$ cat src/rtl/serial_deserializer.sv
// Receive end of the single-wire serial link: frames start/data(LSB first)/[parity]/stop
// into WIDTH-bit words on a valid/ready port. Define SERIAL_DESER_PARITY_EN for even parity.
module serial_deserializer #(
  parameter int unsigned WIDTH = 32
) (
  input  logic             clk,
  input  logic             reset,
  input  logic             din,
  output logic [WIDTH-1:0] dout,
  output logic             dout_valid,
  input  logic             dout_ready,
  output logic             overflow,
  output logic             frame_err,
  output logic             parity_err
);

  localparam int unsigned     CntW    = $clog2(WIDTH);
  localparam logic [CntW-1:0] LastBit = CntW'(WIDTH - 1);

  typedef enum logic [1:0] {
    StIdle,
    StData,
    StParity,
    StStop
  } state_e;

  state_e            state_q, state_d;
  logic [CntW-1:0]   cnt_q, cnt_d;
  logic [WIDTH-1:0]  shift_q, shift_d;
  logic [WIDTH-1:0]  dout_q, dout_d;
  logic              dout_valid_q, dout_valid_d;
  logic              overflow_q, overflow_d;
  logic              frame_err_q, frame_err_d;
  logic              commit;
`ifdef SERIAL_DESER_PARITY_EN
  logic              par_q, par_d;
  logic              parity_err_q, parity_err_d;
`endif

  always_comb begin
    state_d      = state_q;
    cnt_d        = cnt_q;
    shift_d      = shift_q;
    dout_d       = dout_q;
    // A pending word is consumed unless a commit below overrides it.
    dout_valid_d = dout_valid_q & ~dout_ready;
    overflow_d   = 1'b0;
    frame_err_d  = 1'b0;
    commit       = 1'b0;
`ifdef SERIAL_DESER_PARITY_EN
    par_d        = par_q;
    parity_err_d = 1'b0;
`endif

    unique case (state_q)
      StIdle: begin
        if (din) begin
          state_d = StData;
          cnt_d   = '0;
`ifdef SERIAL_DESER_PARITY_EN
          par_d   = 1'b0;
`endif
        end
      end
      StData: begin
        shift_d[cnt_q] = din;
`ifdef SERIAL_DESER_PARITY_EN
        par_d = par_q ^ din;
`endif
        if (cnt_q == LastBit) begin
`ifdef SERIAL_DESER_PARITY_EN
          state_d = StParity;
`else
          state_d = StStop;
`endif
        end else begin
          cnt_d = cnt_q + CntW'(1);
        end
      end
      StParity: begin
`ifdef SERIAL_DESER_PARITY_EN
        par_d = par_q ^ din;
`endif
        state_d = StStop;
      end
      StStop: begin
        // The stop bit is never reused as a start bit, even when it is 1.
        state_d = StIdle;
        if (din) begin
          frame_err_d = 1'b1;
`ifdef SERIAL_DESER_PARITY_EN
        end else if (par_q) begin
          parity_err_d = 1'b1;
`endif
        end else begin
          commit = 1'b1;
        end
      end
      default: state_d = StIdle;
    endcase

    if (commit) begin
      if (!dout_valid_q || dout_ready) begin
        dout_d       = shift_q;
        dout_valid_d = 1'b1;
      end else begin
        overflow_d = 1'b1;
      end
    end
  end

  always_ff @(posedge clk) begin
    if (reset) begin
      state_q      <= StIdle;
      cnt_q        <= '0;
      shift_q      <= '0;
      dout_q       <= '0;
      dout_valid_q <= 1'b0;
      overflow_q   <= 1'b0;
      frame_err_q  <= 1'b0;
`ifdef SERIAL_DESER_PARITY_EN
      par_q        <= 1'b0;
      parity_err_q <= 1'b0;
`endif
    end else begin
      state_q      <= state_d;
      cnt_q        <= cnt_d;
      shift_q      <= shift_d;
      dout_q       <= dout_d;
      dout_valid_q <= dout_valid_d;
      overflow_q   <= overflow_d;
      frame_err_q  <= frame_err_d;
`ifdef SERIAL_DESER_PARITY_EN
      par_q        <= par_d;
      parity_err_q <= parity_err_d;
`endif
    end
  end

  assign dout       = dout_q;
  assign dout_valid = dout_valid_q;
  assign overflow   = overflow_q;
  assign frame_err  = frame_err_q;
`ifdef SERIAL_DESER_PARITY_EN
  assign parity_err = parity_err_q;
`else
  assign parity_err = 1'b0;
`endif

endmodule

$ cat config.mk
export PLATFORM = sky130hd
export DESIGN_NAME = serial_deserializer
export DESIGN_NICKNAME = d
export VERILOG_FILES = /design/src/rtl/serial_deserializer.sv
export SDC_FILE = /design/constraint.sdc
export NUM_CORES = 1
export LEC_CHECK = 0
export ABC_CLOCK_PERIOD_IN_PS = 2800
export CAP_MARGIN = 30
export CELL_PAD_IN_SITES_DETAIL_PLACEMENT = 2
export CELL_PAD_IN_SITES_GLOBAL_PLACEMENT = 2
export CORE_MARGIN = 1.5
export CORE_UTILIZATION = 35
export CTS_CLUSTER_SIZE = 30
export DETAILED_ROUTE_END_ITERATION = 8
export PLACE_DENSITY = 0.83
export SYNTH_ARGS = -nofsm -noshare
export SYNTH_HDL_FRONTEND = slang
export SYNTH_SLANG_ARGS = --single-unit
$ cat constraint.sdc
create_clock -name clk -period 2.8 [get_ports clk]
set_input_delay 0.42 -clock clk [delete_from_list [all_inputs] [get_ports clk]]
set_output_delay 0.42 -clock clk [all_outputs]
set_load 0.02 [all_outputs]
* Word level (Yosys, flattened, before mapping)
Cells that the tools add are included.
** Word-level totals
- Register bits :: 74
- Output and inout bits :: 36
- Word-level logic and storage cells :: 46
** Cells by class
- $lt $le $gt $ge :: 2
- Eq/ne operators :: 7
- Bitwise logic cells :: 4
- Muxes and demuxes :: 15
- Reduce and logical (&&, ||, !) cells :: 10
- Add/subtract/negate cells :: 1
** Operators by type and width (count)
- bitwise mux 32 bit :: 1
- 2-to-1 mux 5 bit :: 2
- one-hot mux 5 bit (2 select lines) :: 1
- one-hot mux 2 bit (4 select lines) :: 1
- 2-to-1 mux 1 bit :: 7
- less-than comparator 5 x 6 -> 1 bit, second input constant :: 1
- inequality test 2 bit, second input constant :: 3
- adder 5 x 1 -> 5 bit, second input constant :: 1
- demux 1 bit (select 5 bit) :: 1
- equality test 5 bit, second input constant :: 1
- >= comparator 5 x 1 -> 1 bit, second input constant :: 1
- equality test 2 bit, second input constant :: 2
- 2-to-1 mux 2 bit :: 2
- AND reduction 2 bit :: 2
- OR reduction 2 bit :: 2
- NOT 1 bit :: 3
- AND reduction 3 bit :: 1
- equality test 2 x 1 -> 1 bit, second input constant :: 1
- zero test 2 bit :: 1
- nonzero test 2 bit :: 1
- bitwise AND 1 bit :: 1
- logical AND 1 bit :: 1
- zero test 1 bit :: 1
- logical OR 1 bit :: 1

* Depth between registers and ports, before layout
Gate-level depths: netlist of run 1.
- Word-level depth :: 5
- Mapped depth :: 7

* Least setup slack after synthesis of run 1
OpenSTA, ideal clock, no wires.
- Path type :: register -> register
- Start :: reg cnt_q[3]
- End :: reg cnt_q[3]
- Data required time :: 2679 ps
- Clock period less this slack :: 1802 ps
- Stages on the path, launching flop included :: 8
- Path buffers :: 2
- Library setup time :: 121 ps
- Slack :: 998 ps
- Arrival :: 1681 ps
- Cell sequence :: dfxtp_1 clkbuf_2 buf_2 and3_1 ha_1 nand2b_2 a211oi_1 mux2_2
** On the way
- Cells in the longest elaborated chain, start to end :: 3
- Elaborated cells on any way between the ends :: 6
- Classes of those cells :: 1 x add/sub; 2 x eq/ne; 2 x mux; 1 x reduce/logical
** RTL lines
- from (decl) :: RTL line 28 : logic [CntW-1:0] cnt_q, cnt_d;
- from (signal assigned) :: RTL line 127 : cnt_q <= cnt_d;
- adder 5 x 1 -> 5 bit / equality test 5 bit (equally long branches) :: RTL line 77, 70
- 2-to-1 mux 5 bit / inequality test 2 bit (equally long branches)
- one-hot mux 5 bit (2 select lines) / AND reduction 3 bit (equally long branches)
Several ways; a longest one is shown, not always the timed one. The select of a mux whose other input is x is not followed.
A chain may end at the register's enable or synchronous reset.

* Worst setup path after layout of run 1
- Start :: reg cnt_q[0]
- End :: reg cnt_q[3]
Same word-level chain as after synthesis.

==> results.md, run 1 <==
- CTS Root Cell: clkbuf_8
- RSZ-0062 raised after global routing: no
- Bufs and invs on worst path: 0
- Setup Slack @ Placement: 0.627 ns
- TritonRoute pass-1 iters: 4
- FP Rows: 34
- Net count after synthesis: 392
- Initial DRC Count: 137
- Yosys top cell area share: 46.7%
- Largest family of logic cells by synthesized area: compound AO/OA/AOI/OAI gates
- Routed Antenna Nets: 0
- HP Class: flip-flop to flip-flop
- CTS Buf Count: 9
- Status: finished, final reports clean
- Final Hold Fails: 0
- PortBufs: 38
- Final Cycle Share: 70.1%
- DP HPWL: 6240 um
- Asr flop ratio synth: 0%
- Multi-input logic area: 1510 sq um
- Max-slew headroom at the worst pin: 54.5%
- Setup Skew: 0.0124 ns
- Yosys cell types: 38
- Critical path arrival: 2.21 ns
- CTS tree: built
- FF+latch count, synth: 74
- Worst path slowest cell: dfxtp_1
- Sequential share of the synthesized area: 46.7%
- Routed len/inst: 19.6 um
- YS warnings: 0
- IO Pins: 40
- GPL Wtd Cong: 0.766
- Worst skew pair latency: 0.36 ns
- Post-synth EDFFs: 0
- Worst Setup Start Kind: flip-flop
- Multiplexer share of the synthesized area: 0.355%
- Max Root-Sink Buffers: 2
- Area grow syn2layout: 20.2%
- Post-Synth Simple-Gate Area: 20.5%
- Max Clk Rate: 509 MHz
- Post-synthesis cell count: 380
- Setup CP Type: flip-flop to flip-flop
- Final worst slack: 0.836 ns
- First-pass GRT wire length: 16700 um
- CTS clk-pin slew, worst paths: 0.08 ns
- Antenna diodes: 0
- Ys flop type: dfxtp_1
- Most used cell, CP: ha_1
- Largest stage delay, worst path: 0.36 ns
- Cell area power density: 593 nW/um^2
- GR Util All Layers: 21.8%
- Routed WL: 10000 um
- Post-Synth Adder-Cell Area: 3.15%
- Mapped Area: 3170 sq um
- Max-Cap Viols: 0
- Area fraction in compound gates after synthesis: 23.4%
- Die W: 98.2 um
- CTS sink cnt: 74
- Setup bufs post-CTS: 0
- FF/Latch Area: 1480 sq um
- CP top delay family: adder cells
- Vias in the first global route: 3107
- Final min period: 1.96 ns
- Setup TNS: 0 ns
- H-tree levels: 3
- Post-CTS resize count: 0
- DRC Markers: 0
- Leak: 0.00123 uW
- Sequence of cells on the critical path: ha_1 > and3_1 > ha_1 > nand2b_2 > a211oi_1 > mux2_2
- Final setup viols: 0
- Vias: 2980
- CP Capture Type: flip-flop
- Max Slew Vio Count: 0
- Hold buffer count at CTS: 0
- Crit-path max FO: 5
- Core Area: 8760 sq um
- Die height: 98.2 um
- Most frequent cell after synthesis: dfxtp_1
- Pin count of the biggest net entering global routing: 37
- Fillers: 972
- Top cells by area, synth: dfxtp_1, a21oi_1, nand3_1
- Required @ worst endpoint: 3.04 ns
- Remaining global-route overflow: 0
- Xor/xnor cell area share of the yosys netlist: 0%
- Via density: 5.81
- Antenna violations before repair: 0
- Peak VDD IR: 0.211 mV
- Mean Syn Cell Area: 8.35 sq um
- Worst slew pin tran: 0.681 ns
- Synth cell count leaders: dfxtp_1, a21oi_1, nand3_1
- Die ar.: 9650 sq um
- Layout cell share with drive strength beyond 1: 9.14%
- Synth area leader: dfxtp_1
- Starting Density: 36.2%
- NumNets Final: 413
kinds of logic (layout without fill, tap and decap cells):
| group | count (synthesis) | count (layout) |
|---|---|---|
| adders and majority gates | 8 | 8 |
| other | 1 | 1 |
| buffers and inverters | 42 | 67 |
| and+or+nand+nor | 111 | 111 |
| AOI/OAI and AO/OA | 143 | 143 |
| muxes | 1 | 1 |
| DFF | 74 | 74 |
power breakdown:
| group | internal (uW) | switching [uW] | leakage, uW | total (uW) |
|---|---|---|---|---|
| Combinational | 59.7 | 162 | 0.000530 | 221 |
| Clock | 546 | 422 | 0.000108 | 968 |
| Sequential | 1060 | 10.6 | 0.000596 | 1070 |
cell usage in the layout (no fill, tap or decap), drive strengths merged:
cell type,count
o41ai,1
nor2,2
and3b,4
nor3b,4
and2b,1
or3,1
a21oi,70
buf,10
and2,5
bufinv,2
nand4,3
conb,1
mux2,1
ha,8
nand2b,5
or3b,3
dfxtp,74
a211oi,2
clkdlybuf4s50,37
clkinvlp,2
nor2b,3
nand2,5
o21ai,65
a2111o,1
nand3b,3
and3,2
nor3,3
inv,5
clkbuf,11
a311oi,1
o31ai,3
nand3,67
worst min-delay path: cells and delay by family, from the launching register on:
kind | cells | cell delay (ns)
AND/OR/NAND/NOR | 1 | 0.06
flip-flops | 1 | 0.32
AO/OA/AOI/OAI | 1 | 0.05
sequential cells by signal (all words and copies together), names as in the netlist:
name and flops:
frame_err 1, dout 32, cnt_q 5, dout_valid 1, overflow 1, shift_q 32
state_q 2
per-stage QoR:
step                      hold slack, ns  power (uW)  instances  instance area, sq um  util (%)
after global routing               0.491        2350        513                  3820      43.5
after CTS                          0.475        2290        513                  3820      43.5
after global placement             0.456        1310        498                  3590      41.0
after floorplan                    0.440        1260        380                  3170         -
after detailed placement           0.465        1320        498                  3590      41.0
final                              0.472        2260        513                  3820      43.5
path summary, 6_finish.rpt:
| check | from | endpoint | slack (ns) | depth (start not counted) |
|---|---|---|---|---|
| setup / recovery | cnt_q[0] | cnt_q[3] | 0.84 | 6 |
| hold / removal | shift_q[16] | dout[16] | 0.47 | 2 |
| setup reg to reg | cnt_q[0] | cnt_q[3] | 0.84 | 6 |
| hold reg to reg | shift_q[16] | dout[16] | 0.47 | 2 |
metal layers:
layer	vias to the layer above	global-route usage (%)	part of all wire (%)
li1	1409	-	-
met1	1519	28.1	46
met2	40	37.6	50
met3	12	2.79	2.2
met4	0	7.37	1.2
met5	-	0	0
cell type report:
class / instances / area share (%)
timing repair buffer: 47 / 11.6
clock inverter: 4 / 1.97
sequential: 74 / 38.8
tap: 108 / 3.54
inverter: 5 / 0.492
clock buffer: 11 / 3.97
multi-input combinational: 264 / 39.6
No activity file was read; power rests on OpenSTA's default activity.
==> run 2: changes to the inputs <==
==> config.mk (replaced) <==
export PLATFORM = sky130hd
export DESIGN_NAME = serial_deserializer
export DESIGN_NICKNAME = d
export VERILOG_FILES = /design/src/rtl/serial_deserializer.sv
export SDC_FILE = /design/constraint.sdc
export NUM_CORES = 1
export LEC_CHECK = 0
export ABC_CLOCK_PERIOD_IN_PS = 2000
export CAP_MARGIN = 30
export CELL_PAD_IN_SITES_DETAIL_PLACEMENT = 2
export CELL_PAD_IN_SITES_GLOBAL_PLACEMENT = 2
export CORE_MARGIN = 1.5
export CORE_UTILIZATION = 33
export CTS_CLUSTER_SIZE = 30
export DETAILED_ROUTE_END_ITERATION = 8
export PLACE_DENSITY = 0.79
export SYNTH_ARGS = -nofsm -noshare
export SYNTH_HDL_FRONTEND = slang
export SYNTH_SLANG_ARGS = --single-unit
==> constraint.sdc (replaced) <==
create_clock -name clk -period 2 [get_ports clk]
set_input_delay 0.3 -clock clk [delete_from_list [all_inputs] [get_ports clk]]
set_output_delay 0.3 -clock clk [all_outputs]
set_load 0.02 [all_outputs]
==> run 2 against run 1 <==
Effect of this change:
- wire length down 3.2%
- clock power up 21%
- highest routed layer unchanged
- utilization down 1.7 points
- largest cell class unchanged
- fmax up 5.1%
- total power up 33%
- critical path type unchanged
==> results.md, run 2 (same netlist as run 1, synthesis figures left out) <==
- Status: finished, final reports clean
- Starting Density: 34.2%
- Most common cell after layout, fill and taps aside: dfxtp_1
- Area grow syn2layout: 22.4%
- Worst R2R Setup Slack: 0.13 ns
- GR Util met1: 26.9%
- Final setup viols: 0
- CTS tree: built
- Hold Crit Start: reset
- Antenna diodes: 0
- Vias: 2925
- FF-to-FF Start: cnt_q[1]
- Final worst slack: 0.130 ns
- Largest stage delay, worst path: 0.40 ns
- Layout cell share with drive strength beyond 1: 10.6%
- Vias in the first global route: 3151
- Hold path cells: 2
- IO Pins: 40
- Switching Share: 28.2%
- CTS clk-pin slew, worst paths: 0.08 ns
- GPL Wtd Cong: 0.754
- Setup Skew: 0.00923 ns
- Total internal power: 2160 uW
- Die W: 101 um
- Fillers: 1059
- Final hold slack: 0.256 ns
- Worst skew pair latency: 0.35 ns
- Critical path arrival: 2.15 ns
- Pin count of the biggest net entering global routing: 52
- Crit-path max FO: 5
- Via density: 5.46
- GRT met2 Usage: 34.8%
- Routed len/inst: 18.1 um
- Die ar.: 10200 sq um
- NumNets Final: 414
- Die height: 101 um
- CTS Root Cell: clkbuf_8
- Max Clk Rate: 535 MHz
- FP Rows: 35
- Remaining global-route overflow: 0
- Required @ worst endpoint: 2.28 ns
- Seq pwr share: 49.9%
- CTS Buf Count: 9
- RSZ-0062 raised after global routing: no
- Commonest cells after routing, fill and taps aside: dfxtp_1, a21oi_1, nand3_1, o21ai_0, clkdlybuf4s50_1
- CP Capture Type: flip-flop
- Clock share of power: 39.0%
- Max Slew Vio Count: 0
- Peak VDD IR: 0.285 mV
- Initial DRC Count: 150
- Worst Setup Start Kind: flip-flop
- Final min period: 1.87 ns
- Routed WL: 9720 um
- CP top delay family: compound AO/OA/AOI/OAI gates
- Max Root-Sink Buffers: 2
- Power, Total: 3010 uW
- GR Util All Layers: 21.1%
- Comb pwr share: 11.1%
- Reg2Reg Depth: 6
- Busiest grt layer: met2
- Bufs and invs on worst path: 0
- DP HPWL: 6170 um
- Setup bufs post-CTS: 0
- First-pass GRT wire length: 16600 um
- Routed Antenna Nets: 0
- Final Hold Fails: 0
- Worst path slowest cell: a2111o_1
- WP depth: 6
- Antenna violations before repair: 0
- HP Class: input pin to flip-flop
- Leak: 0.00124 uW
- TritonRoute pass-1 iters: 4
- Setup CP Type: flip-flop to flip-flop
- Setup TNS: 0 ns
- Final Cycle Share: 93.5%
- CP startpoint: cnt_q[1]
- CTS sink cnt: 74
- Max-Cap Viols: 0
- Net switching power figure: 849 uW
- Cell area power density: 775 nW/um^2
- Sequence of cells on the critical path: ha_2 > and3_1 > ha_1 > nand2b_2 > a2111o_1 > a211oi_2
- GR Layer Usage met3: 4.51%
- Setup Slack @ Placement: 0.0666 ns
- DRC Markers: 0
- Core Area: 9280 sq um
- H-tree levels: 3
- PortBufs: 38
run 2: metal layers:
| layer | vias to the layer above | routed length [um] |
|---|---|---|
| li1 | 1406 | - |
| met1 | 1462 | 4510 |
| met4 | 0 | 206 |
| met3 | 16 | 198 |
| met2 | 41 | 4810 |
| met5 | - | 0 |
run 2: final cells by class:
class | count | area, sq um | area share, %
multi-input combinational | 264 | 1530 | 39.3
inverter | 5 | 18.8 | 0.483
tap | 129 | 161 | 4.15
timing repair buffer | 48 | 500 | 12.9
sequential | 74 | 1480 | 38.2
clock inverter | 6 | 67.6 | 1.74
clock buffer | 10 | 128 | 3.29
run 2: worst register-to-register path, cell delays in order, from the launching register on:
cell and delay (ns):
dfxtp_1 0.36, ha_2 0.21, and3_1 0.19, ha_1 0.20, nand2b_2 0.23, a2111o_1 0.40, a211oi_2 0.22
run 2: repair_timing:
item	CTS	global route
resized for setup	0	5
endpoints found under the setup margin	0	7
hold buffers	0	0
run 2: path summary, 6_finish.rpt:
| check | endpoint |
|---|---|
| max | cnt_q[2] |
| min | state_q[1] |
| max reg2reg | cnt_q[2] |
| min reg2reg | dout[25] |
run 2: power by group through the flow:
stage | clock (uW) | combinational (uW) | sequential, uW
finish | 1170 | 335 | 1500
floorplan | 0 | 227 | 1540
global placement | 0 | 314 | 1540
detailed placement | 0 | 329 | 1540
CTS | 1210 | 331 | 1500
global route | 1290 | 372 | 1510
run 2: through the flow:
stage,instance area (sq um),util (%),cells
floorplan,3170,-,380
global placement,3670,39.6,520
detailed placement,3670,39.6,520
CTS,3870,41.7,536
global route,3880,41.8,536
finish,3880,41.8,536
==> run 3: changes to the inputs <==
--- a/config.mk
+++ b/config.mk
@@ -14,6 +14,8 @@
 export CTS_CLUSTER_SIZE = 30
 export DETAILED_ROUTE_END_ITERATION = 8
 export PLACE_DENSITY = 0.79
+export SETUP_SLACK_MARGIN = 0.02
+export SLEW_MARGIN = 5
 export SYNTH_ARGS = -nofsm -noshare
 export SYNTH_HDL_FRONTEND = slang
 export SYNTH_SLANG_ARGS = --single-unit
==> results of run 3 <==
Final layout, timing and power as in run 2 (identical DEF).
